--- src/rtl/i2c_master_byte.sv ---
// i2c_master_byte
// Purpose: single-master I2C byte-level initiator. Takes START / STOP / WRITE /
// READ_ACK / READ_NAK commands over a valid/ready handshake, drives SCL/SDA as
// open-drain (0 = pull low, 1 = release) and returns one response per command.
// Ports:
//   clk_i, rst_n_i        system clock, asynchronous active-low reset
//   cmd_valid_i/ready_o   command handshake; cmd_i selects the command,
//                         wdata_i is the byte for WRITE (sampled at accept)
//   rsp_valid_o           one-cycle response pulse, with rsp_nak_o (WRITE not
//                         acknowledged) and rsp_err_o (illegal/out-of-sequence)
//   rdata_o               last byte received by a READ
//   busy_o                bus owned (START done, STOP not yet complete)
//   scl_i/sda_i           sensed bus lines
//   scl_o/sda_o           open-drain line drives
module i2c_master_byte #(
    parameter int I2C_DATA_WIDTH = 8,
    parameter int CLK_DIV        = 25
) (
    input  logic                      clk_i,
    input  logic                      rst_n_i,
    input  logic                      cmd_valid_i,
    output logic                      cmd_ready_o,
    input  logic [2:0]                cmd_i,
    input  logic [I2C_DATA_WIDTH-1:0] wdata_i,
    output logic                      rsp_valid_o,
    output logic                      rsp_nak_o,
    output logic                      rsp_err_o,
    output logic [I2C_DATA_WIDTH-1:0] rdata_o,
    output logic                      busy_o,
    input  logic                      scl_i,
    input  logic                      sda_i,
    output logic                      scl_o,
    output logic                      sda_o
);

    localparam int W  = I2C_DATA_WIDTH;
    localparam int CW = (CLK_DIV > 1) ? $clog2(CLK_DIV) : 1;
    localparam int BW = $clog2(W + 1);

    localparam logic [CW-1:0] CNT_LAST  = CW'(CLK_DIV - 1);
    // Slot index W is the ACK slot; W-1 is the last data slot.
    localparam logic [BW-1:0] SLOT_ACK  = BW'(W);
    localparam logic [BW-1:0] SLOT_LAST_DATA = BW'(W - 1);

    localparam logic [2:0] CMD_START    = 3'd0;
    localparam logic [2:0] CMD_STOP     = 3'd1;
    localparam logic [2:0] CMD_WRITE    = 3'd2;
    localparam logic [2:0] CMD_READ_ACK = 3'd3;
    localparam logic [2:0] CMD_READ_NAK = 3'd4;

    typedef enum logic [2:0] {
        ST_IDLE,
        ST_HOLD,
        ST_START,
        ST_STOP,
        ST_WRITE,
        ST_READ
    } state_t;

    state_t          state;
    logic [CW-1:0]   cnt;
    logic [1:0]      quarter;
    logic [BW-1:0]   slot;
    logic [W-1:0]    shift;
    logic            read_ack;
    logic            nak_seen;
    logic            stretch;
    logic            tick;
    logic            cmd_legal;

    // A responder holding SCL low while we release it freezes the quarter timer.
    assign stretch = scl_o & ~scl_i;
    assign tick    = (state != ST_IDLE) && (state != ST_HOLD) && !stretch && (cnt == CNT_LAST);

    // START is legal anywhere (repeated start from HOLD); everything else needs
    // the bus to be owned already. Codes 5-7 are never legal.
    assign cmd_legal = (cmd_i == CMD_START) ||
                       ((state == ST_HOLD) &&
                        ((cmd_i == CMD_STOP) || (cmd_i == CMD_WRITE) ||
                         (cmd_i == CMD_READ_ACK) || (cmd_i == CMD_READ_NAK)));

    always_ff @(posedge clk_i or negedge rst_n_i) begin
        if (!rst_n_i) begin
            state       <= ST_IDLE;
            cnt         <= '0;
            quarter     <= '0;
            slot        <= '0;
            shift       <= '0;
            read_ack    <= 1'b0;
            nak_seen    <= 1'b0;
            scl_o       <= 1'b1;
            sda_o       <= 1'b1;
            cmd_ready_o <= 1'b1;
            rsp_valid_o <= 1'b0;
            rsp_nak_o   <= 1'b0;
            rsp_err_o   <= 1'b0;
            rdata_o     <= '0;
            busy_o      <= 1'b0;
        end else begin
            rsp_valid_o <= 1'b0;
            rsp_nak_o   <= 1'b0;
            rsp_err_o   <= 1'b0;
            case (state)
                ST_IDLE, ST_HOLD: begin
                    cnt     <= '0;
                    quarter <= '0;
                    // Ready drops for one cycle after an error response.
                    if (!cmd_ready_o) begin
                        cmd_ready_o <= 1'b1;
                    end else if (cmd_valid_i) begin
                        cmd_ready_o <= 1'b0;
                        if (!cmd_legal) begin
                            rsp_valid_o <= 1'b1;
                            rsp_err_o   <= 1'b1;
                        end else begin
                            case (cmd_i)
                                CMD_START: begin
                                    // From IDLE skip the (sda=1,scl=0) quarter.
                                    state   <= ST_START;
                                    scl_o   <= (state == ST_IDLE);
                                    sda_o   <= 1'b1;
                                    quarter <= (state == ST_IDLE) ? 2'd1 : 2'd0;
                                end
                                CMD_STOP: begin
                                    state <= ST_STOP;
                                    scl_o <= 1'b0;
                                    sda_o <= 1'b0;
                                end
                                CMD_WRITE: begin
                                    state    <= ST_WRITE;
                                    slot     <= '0;
                                    shift    <= wdata_i;
                                    nak_seen <= 1'b0;
                                    scl_o    <= 1'b0;
                                    sda_o    <= wdata_i[W-1];
                                end
                                CMD_READ_ACK, CMD_READ_NAK: begin
                                    state    <= ST_READ;
                                    slot     <= '0;
                                    read_ack <= (cmd_i == CMD_READ_ACK);
                                    scl_o    <= 1'b0;
                                    sda_o    <= 1'b1;
                                end
                                default: ;
                            endcase
                        end
                    end
                end

                default: begin
                    if (!stretch) begin
                        cnt <= (cnt == CNT_LAST) ? '0 : cnt + 1'b1;
                    end
                    if (tick) begin
                        quarter <= quarter + 2'd1;
                        case (state)
                            ST_START: begin
                                case (quarter)
                                    2'd0: scl_o <= 1'b1;
                                    2'd1: sda_o <= 1'b0;
                                    2'd2: scl_o <= 1'b0;
                                    default: begin
                                        state       <= ST_HOLD;
                                        busy_o      <= 1'b1;
                                        rsp_valid_o <= 1'b1;
                                        cmd_ready_o <= 1'b1;
                                    end
                                endcase
                            end
                            ST_STOP: begin
                                // Last quarter keeps both lines released as bus-free time.
                                case (quarter)
                                    2'd0: scl_o <= 1'b1;
                                    2'd1: sda_o <= 1'b1;
                                    2'd2: ;
                                    default: begin
                                        state       <= ST_IDLE;
                                        busy_o      <= 1'b0;
                                        rsp_valid_o <= 1'b1;
                                        cmd_ready_o <= 1'b1;
                                    end
                                endcase
                            end
                            ST_WRITE, ST_READ: begin
                                case (quarter)
                                    2'd0: scl_o <= 1'b1;
                                    2'd1: ;
                                    2'd2: begin
                                        scl_o <= 1'b0;
                                        if (slot == SLOT_ACK) begin
                                            if (state == ST_WRITE) begin
                                                nak_seen <= sda_i;
                                            end
                                        end else if (state == ST_READ) begin
                                            shift <= {shift[W-2:0], sda_i};
                                        end
                                    end
                                    default: begin
                                        if (slot == SLOT_ACK) begin
                                            state       <= ST_HOLD;
                                            rsp_valid_o <= 1'b1;
                                            cmd_ready_o <= 1'b1;
                                            if (state == ST_WRITE) begin
                                                rsp_nak_o <= nak_seen;
                                            end else begin
                                                rdata_o <= shift;
                                            end
                                        end else begin
                                            // Set up SDA for the next slot while SCL is low.
                                            slot <= slot + 1'b1;
                                            if (state == ST_WRITE) begin
                                                shift <= {shift[W-2:0], 1'b0};
                                                sda_o <= (slot == SLOT_LAST_DATA) ? 1'b1 : shift[W-2];
                                            end else begin
                                                sda_o <= (slot == SLOT_LAST_DATA) ? ~read_ack : 1'b1;
                                            end
                                        end
                                    end
                                endcase
                            end
                            default: ;
                        endcase
                    end
                end
            endcase
        end
    end

endmodule
--- config.mk ---
export PLATFORM = sky130hd
export DESIGN_NAME = i2c_master_byte
export DESIGN_NICKNAME = d
export VERILOG_FILES = /design/src/rtl/i2c_master_byte.sv
export SDC_FILE = /design/constraint.sdc
export NUM_CORES = 1
export LEC_CHECK = 0
export ABC_AREA = 1
export CORE_AREA = 3 3 72 74
export CTS_CLUSTER_SIZE = 25
export DETAILED_ROUTE_END_ITERATION = 12
export DIE_AREA = 0 0 75 77
export HOLD_SLACK_MARGIN = 0.12
export PLACE_DENSITY = 0.74
export SYNTH_ARGS = -nofsm -noshare
export SYNTH_HDL_FRONTEND = slang
export SYNTH_SLANG_ARGS = --single-unit
export TNS_END_PERCENT = 50
--- constraint.sdc ---
create_clock -name clk_i -period 2.25 [get_ports clk_i]
set_clock_uncertainty 0.05 [all_clocks]
set_input_delay 0.3375 -clock clk_i [delete_from_list [all_inputs] [get_ports clk_i]]
set_output_delay 0.3375 -clock clk_i [all_outputs]
set_load 0.01 [all_outputs]
* Word-level counts from Yosys, hierarchy flattened
Cells that the tools add are included.
Word-level totals: register bits 39, output and inout port bits 15, logic and storage cells 208, bits of input ports 16
Cells by class: add/subtract/negate cells 3, bitwise logic cells 6, reductions and logical operators 43, eq/ne operators 40, multiplexer cells 101
Operators by type and width (count):
- 8-bit 2-to-1 mux | 11
- 1-bit 2-to-1 mux | 56
- 4-bit 2-to-1 mux | 9
- 10-bit AND reduction | 3
- 3-bit 2-to-1 mux | 9
- 3-bit != test, second input constant | 6
- 8-bit one-hot mux with 2 select lines | 1
- 8-bit AND reduction | 2
- 5-bit 2-to-1 mux | 3
- 3-bit by 2-bit != test with 1-bit output, second input constant | 5
- 5-bit AND reduction | 3
- 2-bit != test, second input constant | 7
- 3-bit by 2-bit == test with 1-bit output, second input constant | 4
- 1-bit one-hot mux with 2 select lines | 6
- 3-bit one-hot mux with 4 select lines | 1
- 2-bit nonzero test | 6
- 3-bit nonzero test | 4
- 3-bit OR reduction | 4
- 2-bit OR reduction | 5
- 3-bit == test, second input constant | 3
- 3-bit one-hot mux with 3 select lines | 1
- 9-bit AND reduction | 1
- 2-bit by 1-bit != test with 1-bit output, second input constant | 4
- 3-bit by 1-bit == test with 1-bit output, second input constant | 2
- other kinds (24) | 37

* Logic depth before layout (Yosys ltp)
Gate-level depths: netlist (run 1).
depth in word-level cells 10, mapped depth 11, mapped depth without buffers 11

* Worst setup path before layout (run 1)
No wires, ideal clock.
path type register -> register, from register scl_o, to register shift[3], library setup time 117 ps, stages on the path, launching flop included 9, buffers on the path 1, slack 631 ps, period minus slack after synthesis 1619 ps, required time 2083 ps, arrival 1452 ps, cell sequence dfstp_2 inv_1 nor2_1 nor2_4 a21oi_1 a21oi_4 buf_6 nand4_1 nand2_1
Between the ends: cells in the longest elaborated chain, start to end 6
Ends and longest elaborated chain:
- start, declared | line 32 | output logic scl_o,
- start signal, assigned | line 120 | scl_o <= (state == ST_IDLE);
- 1-bit AND | line 72 | assign stretch = scl_o & ~scl_i;
- 1-bit zero test
- 1-bit logical AND (2 in a row) | line 73 | assign tick = (state != ST_IDLE) && (state != ST_HOLD) && !stretch && (cnt == CNT_LAST);
- 2-bit nonzero test (no source line)
- 10-bit AND reduction (no source line)
- end signal, assigned | line 132 | shift <= wdata_i;
- end signal, assigned | line 195 | shift <= {shift[W-2:0], sda_i};
- end signal, assigned | line 212 | shift <= {shift[W-2:0], 1'b0};
- end, declared | line 64 | logic [W-1:0] shift;
No other way between the ends. A chain may end at the register's enable or synchronous reset.

* Worst setup path after layout (run 1)
from register state[1], to register shift[4]
Between the ends: cells in the longest elaborated chain, start to end 6, elaborated cells on any way between the ends 25, classes of those cells eq/ne: 11; mux: 1; reduce/logical: 13
Ends and longest elaborated chain:
- start, declared | line 60 | state_t state;
- start signal, assigned | line 84 | state <= ST_IDLE;
- start signal, assigned | line 119 | state <= ST_START;
- start signal, assigned | line 125 | state <= ST_STOP;
- 3-bit by 1-bit != test with 1-bit output / 3-bit nonzero test (equally long branches) | line 73
- 1-bit logical AND (3 in a row) | line 73
- 2-bit nonzero test (no source line)
- 10-bit AND reduction (no source line)
Several ways; a longest one is shown, not always the timed one.

==> results_dict.tcl, run 1 <==
set metrics [dict create \
    ys_seq_area_share_pct 41.7 \
    row_count 25 \
    coreArea_um2 4660 \
    vdd_drop_max_mv 0.442 \
    n_fill_cell 441 \
    rsz0062_at_grt "false" \
    gp_congestion 0.980 \
    insertion_delay_ns 0.29 \
    synth_top_family_by_area "simple AND/OR/NAND/NOR gates" \
    drt_wl_total_um 5330 \
    cts_made_buffers 5 \
    ctsHtreeMaxLevel 2 \
    grt_max_degree 40 \
    post_cts_buffers 0 \
    switchingPower_mw 1.40 \
    fin_crit_ns 1.93 \
    synth_edf_count 0 \
    path_clk_slew_ns 0.08 \
    num_vias 2115 \
    clk_path_buf_depth 2 \
    viasPerCell 5.41 \
    hold_violations 0 \
    cap_violations 0 \
    drc 0 \
    synth_nets 326 \
    worst-path-max-fanout 16 \
    p_sw_share_pct 46.1 \
    synth_top_area_cell "dfrtp_1" \
    synth.distinct_cells 33 \
    ys.flop_type "dfrtp_1" \
    tritoncts "yes" \
    fin_crit_sh_pct 85.7 \
    p_leak_nw 1.29 \
    dp.cells 382 \
    die_x_um 75 \
    drtPass1Iterations 5 \
    synth-simple-area-share_pct 33.6 \
    areaGrowthSynthToFinish_pct 18.4 \
    hold_path.class "flop to flop" \
    syn-cell-area_um2 2350 \
    crit_path_end_kind "flop" \
    syn_inst 302 \
    drtAntennaViolNets 0 \
    drt_iter0_drc 171 \
    required_ns 2.43 \
    drive_above_1_share_pct 11.0 \
    multi_input_area_um2 1180 \
    root_buffer "clkbuf_8" \
    grt.met3_usage_pct 4.46 \
    synth_compound_area_share_pct 11.1 \
    dp_hpwl_um 3860 \
    die_y_um 77 \
    stdcell_area_um2 2780 \
    grt_use_met1_pct 28.4 \
    synth_mux_area_share_pct 0 \
    synth_xor_area_share_pct 1.49 \
    seqCellArea_um2 980 \
    grt-busiest-layer "met2" \
    use_met2_pct 30.1 \
    cp-start-kind "flop" \
    maxSlewViolCount 0 \
    outcome "finished, final reports clean" \
    setup_tns_ns 0 \
    initial_core_util_pct 50.4 \
    clock-sinks 39 \
    grt_pass1_wl_um 9110 \
    fin_nets 360 \
    place_area_um2 2680 \
    comb_power_share_pct 48.6 \
    synthDominantCellAreaShare_pct 38.4 \
    setup_viol 0 \
    port_buffers 30 \
    antennaDiodeCount 0 \
    pwr-share-seq_pct 35.7 \
    synth_seq_cells 39 \
    async_reset_ff_share_pct 100 \
    antenna_found_initial 0 \
    internal_power_mw 1.64 \
    hold_buffers 1 \
    ios 31 \
    arrival_ns 2.11 \
    power.total_mw 3.04 \
    wl_per_cell_um 13.6 \
    worst_pin_slew_ns 0.499 \
    synth_area_leaders "dfrtp_1 38%, nand2_1 14%, nand3_1 5.1%" \
    syn_area_per_cell_um2 7.77 \
    worst-setup-path-type "flop to flop" \
    max_freq_mhz 519 \
    synthAdderAreaFrac_pct 4.26 \
    gr-usage-all-layers_pct 20.0 \
    instances_no_fill 391 \
    clockPowerShare_pct 15.7 \
    gr-total-overflow 0 \
    powerDensity_nw_per_um2 1090 \
    cts_resized 0 \
    die_area_um2 5780 \
    relSlewSlack_pct 66.7 \
    grt_pass1_vias 1975 \
    ys_warn_count 0 \
]
==> cell usage after synthesis, drive strengths merged, types with 3 or more instances <==
cell type   n
nand2      93
dfrtp      36
o21ai      32
inv        29
nand3      25
nor2       25
nand4      19
buf         9
ha          8
a21oi       6
dfstp       3
xor2        3
==> flip-flops by register name, indices dropped and copies added, names as in the netlist <==
name	count
slot	4
quarter	2
state	3
rsp_err_o	1
cnt	5
scl_o	1
shift	8
sda_o	1
cmd_ready_o	1
nak_seen	1
rdata_o	8
rsp_valid_o	1
read_ack	1
busy_o	1
rsp_nak_o	1
==> per-layer routing <==
layer  vias up  part of all wire, %
li1       1059                    -
met3        18                  5.4
met1       959                   47
met4         0                  2.1
met2        79                   45
met5         -                    0
==> worst max-delay path, stage by stage, from the launching register on <==
cell	delay [ns]
dfrtp_1	0.64
nor2_8	0.15
nor2_4	0.20
a21oi_1	0.12
a21oi_4	0.28
buf_4	0.23
nand4_1	0.10
nand2_1	0.09
==> cells by family (layout without fill, tap and decap cells) <==
| logic type | count (synthesis) | in the layout |
|---|---|---|
| AOI/OAI and AO/OA | 44 | 44 |
| xor gates and xnor gates | 4 | 4 |
| adders and majority gates | 8 | 8 |
| buffers and inverters | 39 | 74 |
| DFF | 39 | 39 |
| and+or+nand+nor | 168 | 168 |
==> path summary, 6_finish.rpt <==
kind | from | end | slack (ns) | depth (start not counted)
worst max-delay path | state[1] | shift[4] | 0.32 | 7
worst max register to register | state[1] | shift[4] | 0.32 | 7
worst min register to register | nak_seen | nak_seen | 0.42 | 2
worst min-delay path | nak_seen | nak_seen | 0.42 | 2
max in group asynchronous | rst_n_i | scl_o | 1.19 | 3
min in group asynchronous | rst_n_i | rdata_o[2] | 0.58 | 3
==> final cells by class <==
class / instances / share of cell area, %
Sequential cell: 39 / 35.2
Timing Repair Buffer: 37 / 12.6
Tap cell: 54 / 2.43
Clock inverter: 3 / 0.720
Inverter: 29 / 3.92
Multi-Input combinational cell: 224 / 42.6
Clock buffer: 5 / 2.48
==> cell usage in the layout (no fill, tap or decap), drive strengths merged, types with 7 or more instances in the layout <==
master         netlist  final
buf                  9      7
clkdlybuf4s50        0     29
nor2                25     25
inv                 29     29
ha                   8      8
o21ai               32     32
nand4               19     19
nand3               25     25
nand2               93     93
dfrtp               36     36
==> stage by stage <==
stage	util (%)	hold WS (ns)	setup WS [ns]
after floorplan	-	-0.00809	0.631
after global placement	57.5	0.375	0.201
after detailed placement	57.5	0.373	0.134
after CTS	59.7	0.425	0.346
after global routing	59.7	0.441	0.188
final	59.7	0.423	0.323
==> power groups by stage <==
stage | combinational, mW | clock (mW) | sequential (mW)
global placement | 1.43 | 0 | 1.09
CTS | 1.47 | 0.490 | 1.08
finish | 1.48 | 0.477 | 1.09
detailed placement | 1.45 | 0 | 1.10
floorplan | 1.17 | 0 | 1.02
global route | 1.67 | 0.521 | 1.11
No activity file was read; power rests on OpenSTA's default activity.
==> run 2: changes to the inputs <==
--- a/config.mk
+++ b/config.mk
@@ -12,6 +12,7 @@
 export DIE_AREA = 0 0 75 77
 export HOLD_SLACK_MARGIN = 0.12
 export PLACE_DENSITY = 0.74
+export RECOVER_POWER = 25
 export SYNTH_ARGS = -nofsm -noshare
 export SYNTH_HDL_FRONTEND = slang
 export SYNTH_SLANG_ARGS = --single-unit
==> results_dict.tcl, run 2 (synthesized netlist as in run 1, its figures left out) <==
set metrics [dict create \
    outcome "finished, final reports clean" \
    top_regs "rdata_o: 8 flops, shift: 8 flops, cnt: 5 flops" \
    grt_pass1_wl_um 9110 \
    cpPeakStageDelay_ns 0.65 \
    setup_viol 0 \
    powerDensity_nw_per_um2 1100 \
    drtAntennaViolNets 0 \
    regToRegSetupSlack_ns 0.31 \
    worst-setup-path-type "flop to flop" \
    relSlewSlack_pct 34.8 \
    drive_above_1_share_pct 11.0 \
    ctsHtreeMaxLevel 2 \
    fin_nets 360 \
    required_ns 2.43 \
    place_area_um2 2680 \
    cts_made_buffers 5 \
    fin_crit_sh_pct 86.3 \
    clock-sinks 39 \
    coreArea_um2 4660 \
    final_cell_mix "89 x nand2_1, 36 x dfrtp_1, 29 x clkdlybuf4s50_1, 24 x inv_1, 24 x nand3_1" \
    instances_no_fill 391 \
    areaGrowthSynthToFinish_pct 18.3 \
    r2r_end "shift[4]" \
    cp-start-kind "flop" \
    min_path_cells 2 \
    worst_pin_slew_ns 0.977 \
    drc 0 \
    critPathSlowestCell "dfrtp_1" \
    setup_tns_ns 0 \
    rsz0062_at_grt "false" \
    comb_power_share_pct 48.6 \
    num_vias 2127 \
    clk_path_buf_depth 2 \
    dp.cells 382 \
    path_clk_slew_ns 0.08 \
    initial_core_util_pct 50.4 \
    drtPass1Iterations 5 \
    crit_path_end_kind "flop" \
    die_area_um2 5780 \
    min-delay-start "nak_seen" \
    vdd_drop_max_mv 0.442 \
    grt_pass1_vias 1975 \
    switchingPower_mw 1.41 \
    internal_power_mw 1.64 \
    die_x_um 75 \
    worst-path-max-fanout 16 \
    maxSlewViolCount 0 \
    hold_violations 0 \
    stdcell_area_um2 2780 \
    cp_cell_sequence "nor2_8, nor2_4, a21oi_1, a21oi_4, buf_4, nand4_1, nand2_1" \
    hold_path.class "flop to flop" \
    antennaDiodeCount 0 \
    root_buffer "clkbuf_8" \
    pwr-share-seq_pct 35.7 \
    ios 31 \
    dp_hpwl_um 3860 \
    final_common_cell "nand2_1" \
    antenna_found_initial 0 \
    cap_violations 0 \
    drt_wl_total_um 5350 \
    drt_iter0_drc 173 \
    wl_per_cell_um 13.7 \
    gp_congestion 0.980 \
    viasPerCell 5.44 \
    gr-usage-all-layers_pct 20.0 \
    tritoncts "yes" \
    ff2ff_path_depth 7 \
    cts_resized 0 \
    hold_path_end "nak_seen" \
    grt_max_degree 40 \
    p_leak_nw 1.29 \
    gr-total-overflow 0 \
    max_freq_mhz 515 \
    port_buffers 30 \
    insertion_delay_ns 0.29 \
    fin_crit_ns 1.94 \
    p_sw_share_pct 46.2 \
    row_count 25 \
    r2r_start "state[1]" \
    clockPowerShare_pct 15.7 \
    arrival_ns 2.13 \
    die_y_um 77 \
]
[run 2: changes by cell type in the layout (fill, tap and decap cells not counted)]
cell,delta
buf_4,-1
clkbuf_2,+1
[run 2: what timing repair did]
action | 4_1_cts | 5_1_grt
setup buffers | 0 | 0
endpoints found under the setup margin | 0 | 0
hold endpoints to repair | 36 | 0
hold buffers | 1 | 0
[run 2: critical path, delay by kind of cell (launching register included)]
kind	cells	cell delay (ns)
buf+inv	1	0.23
simple gates	4	0.54
compound gates	2	0.40
flops	1	0.65
[run 2: how the worst max path moves through the flow]
stage              from       end  cells after the start
6_report       state[1]  shift[4]                      7
5_1_grt          cnt[0]  shift[3]                      9
4_1_cts        state[1]  shift[4]                      7
3_5_place_dp   cmd_i[1]  shift[2]                      9
3_3_place_gp   cmd_i[1]  shift[4]                      9
2_1_floorplan     scl_o  shift[3]                      8
[run 2: area by class of cell]
type | count | area (um2)
fill | 442 | 1880
multi-input combinational | 224 | 1180
sequential | 39 | 980
timing repair buffer | 37 | 348
inverter | 29 | 109
clock buffer | 5 | 68.8
tap | 54 | 67.6
clock inverter | 3 | 20.0
[run 2: through the flow]
step | power [mW] | hold WS, ns | setup WS, ns | utilization [%]
6_report | 3.05 | 0.425 | 0.307 | 59.6
4_1_cts | 3.04 | 0.425 | 0.346 | 59.7
2_1_floorplan | 2.19 | -0.00809 | 0.631 | -
3_3_place_gp | 2.52 | 0.375 | 0.201 | 57.5
3_5_place_dp | 2.55 | 0.373 | 0.134 | 57.5
5_1_grt | 3.30 | 0.441 | 0.188 | 59.6
[run 2: power groups by stage]
stage	combinational (mW)	sequential, mW	clock (mW)
floorplan	1.17	1.02	0
global placement	1.43	1.09	0
detailed placement	1.45	1.10	0
CTS	1.47	1.08	0.490
global route	1.67	1.11	0.521
finish	1.48	1.09	0.478
[run 2: routing by layer]
layer / part of all wire [%] / wire, um / GRT usage, %
met1: 46 / 2490 / 28.4
met2: 45 / 2420 / 30.1
met3: 5.9 / 317 / 4.46
met4: 2.3 / 125 / 5.87
met5: 0 / 0 / 0
